`config.mk`:
```
export PLATFORM = sky130hd
export DESIGN_NAME = seg7_count_display
export DESIGN_NICKNAME = d
export VERILOG_FILES = /design/src/rtl/seg7_count_display.sv
export SDC_FILE = /design/constraint.sdc
export NUM_CORES = 1
export LEC_CHECK = 0
export CORE_MARGIN = 3
export CORE_UTILIZATION = 37
export DETAILED_ROUTE_END_ITERATION = 8
export PLACE_DENSITY = 0.6
export SLEW_MARGIN = 10
export SYNTH_ARGS = -nofsm -noshare
export SYNTH_HDL_FRONTEND = slang
export SYNTH_SLANG_ARGS = --single-unit
```
`constraint.sdc`:
```
create_clock -name clk_in -period 2.05 [get_ports clk_in]
set_input_delay 0.205 -clock clk_in [delete_from_list [all_inputs] [get_ports clk_in]]
set_output_delay 0.205 -clock clk_in [all_outputs]
set_load 0.01 [all_outputs]
```
`src/rtl/seg7_count_display.sv`:
```
// seg7_count_display
//   Shows a 6-bit binary count (0..63) as two decimal digits on a multiplexed,
//   common-anode 7-segment display. A load strobe captures the value. A
//   sequential double-dabble FSM converts it to BCD, and a refresh divider
//   alternates the two digit drivers. All display outputs are active-low.
//
// Parameters
//   REFRESH_DIV : clk_in cycles per digit slot (>= 2)
//   BLANK_LZ    : 1 = blank the tens digit while tens == 0
//
// Ports
//   clk_in  in   system clock, all registers on the rising edge
//   rst     in   synchronous reset, active-low
//   value   in   [5:0] binary count to display
//   load    in   single-cycle capture strobe for value
//   busy    out  high while a conversion is in progress
//   done    out  one-cycle pulse when new digits are committed
//   seg_n   out  [6:0] segments {g,f,e,d,c,b,a}, active-low
//   dig_n   out  [1:0] digit enables {tens,ones}, active-low
module seg7_count_display #(
  parameter int REFRESH_DIV = 27000,
  parameter int BLANK_LZ    = 1
) (
  input  logic       clk_in,
  input  logic       rst,
  input  logic [5:0] value,
  input  logic       load,
  output logic       busy,
  output logic       done,
  output logic [6:0] seg_n,
  output logic [1:0] dig_n
);

  localparam int CW = (REFRESH_DIV > 2) ? $clog2(REFRESH_DIV) : 1;

  typedef enum logic [1:0] {
    IDLE   = 2'd0,
    SHIFT  = 2'd1,
    COMMIT = 2'd2
  } state_e;

  state_e        state_q, state_d;
  logic [5:0]    sh_q, sh_d;
  logic [7:0]    bcd_q, bcd_d;
  logic [7:0]    adj;
  logic [2:0]    bit_q, bit_d;
  logic          busy_q, busy_d;
  logic          done_q, done_d;
  logic [3:0]    tens_q, tens_d;
  logic [3:0]    ones_q, ones_d;
  logic [CW-1:0] scan_q, scan_d;
  logic          act_q, act_d;     // 0 = ones slot, 1 = tens slot
  logic [6:0]    seg_q, seg_d;
  logic [1:0]    dig_q, dig_d;
  logic [3:0]    digit;

  function automatic logic [6:0] dec7(input logic [3:0] d);
    case (d)
      4'd0:    dec7 = 7'b1000000;
      4'd1:    dec7 = 7'b1111001;
      4'd2:    dec7 = 7'b0100100;
      4'd3:    dec7 = 7'b0110000;
      4'd4:    dec7 = 7'b0011001;
      4'd5:    dec7 = 7'b0010010;
      4'd6:    dec7 = 7'b0000010;
      4'd7:    dec7 = 7'b1111000;
      4'd8:    dec7 = 7'b0000000;
      4'd9:    dec7 = 7'b0010000;
      default: dec7 = 7'b1111111;
    endcase
  endfunction

  // Conversion FSM: next state and datapath.
  always_comb begin
    state_d = state_q;
    sh_d    = sh_q;
    bcd_d   = bcd_q;
    bit_d   = bit_q;
    tens_d  = tens_q;
    ones_d  = ones_q;

    // Add-3 correction applied before each shift. The tens nibble only ever
    // holds 0..3 before the last shift, so it cannot overflow.
    adj = bcd_q;
    if (adj[3:0] >= 4'd5) adj[3:0] = adj[3:0] + 4'd3;
    if (adj[7:4] >= 4'd5) adj[7:4] = adj[7:4] + 4'd3;

    case (state_q)
      IDLE: begin
        if (load) begin
          sh_d    = value;
          bcd_d   = 8'd0;
          bit_d   = 3'd0;
          state_d = SHIFT;
        end
      end
      SHIFT: begin
        {bcd_d, sh_d} = {adj[6:0], sh_q, 1'b0};
        bit_d = bit_q + 3'd1;
        if (bit_q == 3'd5) state_d = COMMIT;
      end
      COMMIT: begin
        tens_d  = bcd_q[7:4];
        ones_d  = bcd_q[3:0];
        state_d = IDLE;
      end
      default: state_d = IDLE;
    endcase

    // busy stays high through the cycle in which done is asserted, so it
    // drops one cycle after the COMMIT edge.
    busy_d = (state_d != IDLE) || (state_q == COMMIT);
    done_d = (state_q == COMMIT);
  end

  // Refresh divider and registered display outputs. The divider free-runs
  // independently of the conversion.
  always_comb begin
    scan_d = scan_q;
    act_d  = act_q;
    if (scan_q == CW'(REFRESH_DIV - 1)) begin
      scan_d = '0;
      act_d  = ~act_q;
    end else begin
      scan_d = scan_q + CW'(1);
    end

    digit = act_q ? tens_q : ones_q;
    seg_d = dec7(digit);
    if ((BLANK_LZ != 0) && act_q && (tens_q == 4'd0)) seg_d = 7'b1111111;
    dig_d = act_q ? 2'b01 : 2'b10;
  end

  always_ff @(posedge clk_in) begin
    if (!rst) begin
      state_q <= IDLE;
      sh_q    <= '0;
      bcd_q   <= '0;
      bit_q   <= '0;
      busy_q  <= 1'b0;
      done_q  <= 1'b0;
      tens_q  <= '0;
      ones_q  <= '0;
      scan_q  <= '0;
      act_q   <= 1'b0;
      seg_q   <= 7'b1111111;
      dig_q   <= 2'b11;
    end else begin
      state_q <= state_d;
      sh_q    <= sh_d;
      bcd_q   <= bcd_d;
      bit_q   <= bit_d;
      busy_q  <= busy_d;
      done_q  <= done_d;
      tens_q  <= tens_d;
      ones_q  <= ones_d;
      scan_q  <= scan_d;
      act_q   <= act_d;
      seg_q   <= seg_d;
      dig_q   <= dig_d;
    end
  end

  assign busy  = busy_q;
  assign done  = done_q;
  assign seg_n = seg_q;
  assign dig_n = dig_q;

endmodule

```
Yosys cells after proc, flatten, opt, wreduce, memory -nomap -nowiden
Memory sizes are Yosys's and may differ from the RTL's. A register that Yosys moved wholly into a read port is not among the register bits.
Index checks and enable logic that the tools add are counted.
Word-level totals
  register bits after elaboration: 47
  ROM bits: 112
  input port bits: 9
  logic and storage cells: 47
  memories: 1
Cells by class
  add/sub/neg operators: 4
  magnitude comparators: 2
  eq/ne operators: 5
  muxes and demuxes: 13
  bitwise logic cells: 2
  reductions and logical operators: 9
Memory list
  (name not given): depth 16, bits a word 7, read ports 1, clocked after memory_dff 1, wr ports 0, line 58  | case (d)
Operators with widths (number)
  one-hot mux 8 bit (2 select lines): 1
  adder 15 x 1 -> 15 bit, second input constant: 1
  equality test 15 bit, second input constant: 1
  one-hot mux 6 bit (2 select lines): 1
  >= comparator 4 x 3 -> 1 bit, second input constant: 2
  2-to-1 mux 4 bit: 2
  2-to-1 mux 8 bit: 1
  2-to-1 mux 2 bit: 3
  2-to-1 mux 3 bit: 2
  2-to-1 mux 6 bit: 1
  one-hot mux 3 bit (2 select lines): 1
  adder 4 x 2 -> 4 bit, second input constant: 1
  zero test 4 bit: 1
  one-hot mux 2 bit (2 select lines): 1
  nonzero test 2 bit: 2
  OR reduction 2 bit: 2
  adder 3 x 1 -> 3 bit, second input constant: 1
  adder 3 x 2 -> 3 bit, second input constant: 1
  equality test 3 bit, second input constant: 1
  equality test 2 x 1 -> 1 bit, second input constant: 1
  equality test 2 bit, second input constant: 1
  zero test 2 bit: 1
  != test 2 bit, second input constant: 1
  inverter 1 bit: 2
  other kinds (3): 3

Logic depth before layout (Yosys ltp)
  depth after elaboration: 5
  depth in mapped cells: 7

Worst setup path before layout
OpenSTA, ideal clock, no wires.
  path type: register to register
  from: reg act_q
  to: reg seg_q[6], in the netlist seg_n[6]
  library setup time: 0.133 ns
  data arrival time: 1.486 ns
  path slack: 0.431 ns
  stages on the path, launching flop included: 7
  path buffers: 1
  period minus slack after synthesis: 1.619 ns
  cells stage by stage: dfxtp_1 > buf_2 > mux2i_1 > inv_1 > ha_1 > nor3_1 > o21ai_0
On the way
  cells in the longest elaborated chain, start to end: 2
RTL lines
  start, declared: line 52  | logic act_q, act_d;
  start signal, assigned: line 158  | act_q <= act_d;
  logical AND 1 bit: line 130  | if ((BLANK_LZ != 0) && act_q && (tens_q == 4'd0)) seg_d = 7'b1111111;
  OR reduction 2 bit (no line)
  end, declared: line 53  | logic [6:0] seg_q, seg_d;
Several ways; a longest one is shown, not always the timed one.
A chain may end at the register's enable or synchronous reset.

Worst setup path in the final report
  from: reg act_q
  to: reg seg_q[3], in the netlist seg_n[3]
Same word-level chain as after synthesis.

==> results.sh <==
export IMPL_yosysMostFrequentCell="dfxtp_1"
export IMPL_wl_um=4450
export IMPL_period_share_pct=87.6
export IMPL_instances_no_fill=370
export IMPL_initial_core_util_pct=39.7
export IMPL_seq_area_um2=1080
export IMPL_muxShareOfSynthArea_pct=4.30
export IMPL_die_x_um=87.3
export IMPL_cts_resized=0
export IMPL_setup_tns_ps=0
export IMPL_synth_xor_area_share_pct=6.45
export IMPL_hold_buffers=0
export IMPL_min_period_ps=1800
export IMPL_crit_path_top_delay_cell="dfxtp_1"
export IMPL_tightest_slew_ps=671
export IMPL_synth_compound_area_share_pct=11.8
export IMPL_grt_first_pass_wirelength_um=7650
export IMPL_first_pass_iters=4
export IMPL_netlist_area_um2=2440
export IMPL_critical_path_top_delay_family="flip-flops"
export IMPL_yosys_cell_types_count=37
export IMPL_cts_made_buffers=5
export IMPL_fmax_ghz=0.557
export IMPL_fp_row_count=28
export IMPL_synth_nets=296
export IMPL_postRouteAntennaNets=0
export IMPL_drv_slew=0
export IMPL_grt_ovfl_total=0
export IMPL_core_um2=6170
export IMPL_drt_iter0_drc=40
export IMPL_grt_use_total_pct=12.4
export IMPL_vias=1835
export IMPL_drive_above_1_share_pct=6.44
export IMPL_ys_seq_elements=54
export IMPL_hpwl_um=3100
export IMPL_nFillCells=604
export IMPL_yosysSeqAreaShare_pct=44.2
export IMPL_ios=20
export IMPL_drc=0
export IMPL_pre_cts_ws_ps=263
export IMPL_h_tree_depth=2
export IMPL_viasPerCell=4.96
export IMPL_yosys_area_top_type="dfxtp_1"
export IMPL_synth_async_reset_ratio_pct=0
export IMPL_crit_buf_inv=0
export IMPL_outcome="finished, final reports clean"
export IMPL_worst_setup_path_start_kind="register"
export IMPL_synth_common_cells="dfxtp_1 (54), nand2_1 (33), nor2_1 (26)"
export IMPL_post_cts_buffers=0
export IMPL_crit_path_end_kind="register"
export IMPL_multi_input_area_um2=1260
export IMPL_synthTopCellsByArea="dfxtp_1 (44%), ha_1 (6.1%), xnor2_1 (5.4%)"
export IMPL_io_buffer_count=19
export IMPL_synth_simple_area_share_pct=23.0
export IMPL_crit_fanout=10
export IMPL_fin_ws_ps=254
export IMPL_synth_enable_flop_cells=0
export IMPL_path_cells="mux2i_1 -> ha_1 -> nor2_1 -> a21oi_1 -> o21ai_0"
export IMPL_skew_ps=10.0
export IMPL_syn_inst=275
export IMPL_antenna_found_initial=0
export IMPL_layout_nets=315
export IMPL_chipHeight_um=87.3
export IMPL_gp_congestion=0.747
export IMPL_avgSynthCellArea_um2=8.89
export IMPL_area_delta_synth_final_pct=15.2
export IMPL_synth_top_family_by_area="simple AND/OR/NAND/NOR gates"
export IMPL_maxSlewHeadroom_pct=55.2
export IMPL_ys_warn_count=0
export IMPL_die_area_um2=7620
export IMPL_maxCapViolations=0
export IMPL_leakage_nw=1.01
export IMPL_finalHoldViolations=0
export IMPL_grt_pass1_vias=1702
export IMPL_cts_buffer_depth=2
export IMPL_worstHoldPathType="reg2reg"
export IMPL_cpPeakStageDelay_ps=580
export IMPL_cts_sinks=54
export IMPL_worstSetupPathType="reg2reg"
export IMPL_ir_drop_v=0.000284
export IMPL_clk_pin_slew_worst_paths_ps=90
export IMPL_power_density_nw_per_um2=684
export IMPL_synth_ff_type="dfxtp_1"
export IMPL_clk_latency_ps=300
export IMPL_synthAdderAreaFrac_pct=6.14
export IMPL_netlist_area_leader_share_pct=44.2
export IMPL_wl_per_cell_um=12.0
export IMPL_cts_tree="built"
export IMPL_n_antenna_cell=0
export IMPL_required_ps=2280
export IMPL_post_place_cells=362
export IMPL_setup_viol=0
export IMPL_rsz0062_at_grt="no"
export IMPL_grt_max_degree=33
export IMPL_cts_root_buf="clkbuf_8"
export IMPL_arrival_ps=2030
-- flip-flops by register name, indices dropped and copies added, names as in the netlist, 2 cells and up --
name / cells
scan_q: 15
bit_q: 3
ones_q: 4
state_q: 2
tens_q: 4
dig_n: 2
sh_q: 6
seg_n: 7
bcd_q: 8
-- through the flow --
stage | instance area (um2) | hold slack [ps] | power (mW) | utilization (%)
after floorplan | 2440 | 341 | 1.19 | -
after global placement | 2710 | 447 | 1.25 | 44.0
after global routing | 2820 | 470 | 2.00 | 45.7
final | 2820 | 477 | 1.93 | 45.7
after CTS | 2820 | 474 | 1.95 | 45.7
after detailed placement | 2710 | 457 | 1.25 | 44.0
-- power by group --
| part | switching [mW] | internal [mW] |
|---|---|---|
| combinational | 0.0640 | 0.0647 |
| clock | 0.337 | 0.366 |
| sequential | 0.0172 | 1.08 |
-- tightest hold or removal path, stage by stage (launching register included) --
cell and delay [ps]:
dfxtp_1 340, nand3_1 70, nor2_1 30
-- cell usage in the layout, fill, tap and decap left out, types with 2 or more instances in the layout --
cell type	netlist	layout
dfxtp_1	54	54
nand2_1	33	33
nor2_1	26	26
clkdlybuf4s50_1	0	19
xnor2_1	15	15
nand3_1	14	14
o21ai_0	14	14
a21boi_0	13	13
inv_1	12	12
ha_1	12	12
a21oi_1	7	7
nor3_1	7	7
mux2i_1	6	6
and2_1	6	6
a311oi_1	5	5
nor2b_1	5	5
nand2b_1	5	5
nor4_1	5	5
clkbuf_8	0	5
buf_4	0	5
mux2_2	4	4
xor2_1	3	3
nand4bb_1	2	2
nand4_1	2	2
clkbuf_1	8	2
-- kinds of logic after synthesis --
logic type	Yosys count
compound gates	44
xor+xnor	18
fa+ha+maj	12
buf+inv	24
flops	54
mux	10
simple gates	113
-- path summary, 6_finish.rpt --
kind	startpoint	cells after the start	slack, ps	to
min	bit_q[2]	2	480	state_q[1]
max	act_q	5	250	seg_n[3]
min reg2reg	bit_q[2]	2	480	state_q[1]
max reg2reg	act_q	5	250	seg_n[3]
-- per-layer routing --
metal	global-route usage (%)	wire length [um]	up-vias
met4	4.60	68	0
met3	2.84	124	7
met2	19.7	1950	18
met5	0	0	-
met1	16.3	2300	838
li1	-	-	972
-- cell type report --
type,instances,share of cell area [%]
repair buffers,24,8.09
well taps,75,3.33
flip-flops and latches,54,38.4
inverters,12,1.60
multi-input cells,197,44.8
clock inverters,1,1.07
clock buffers,7,2.71
(Power assumes the default switching activity.)
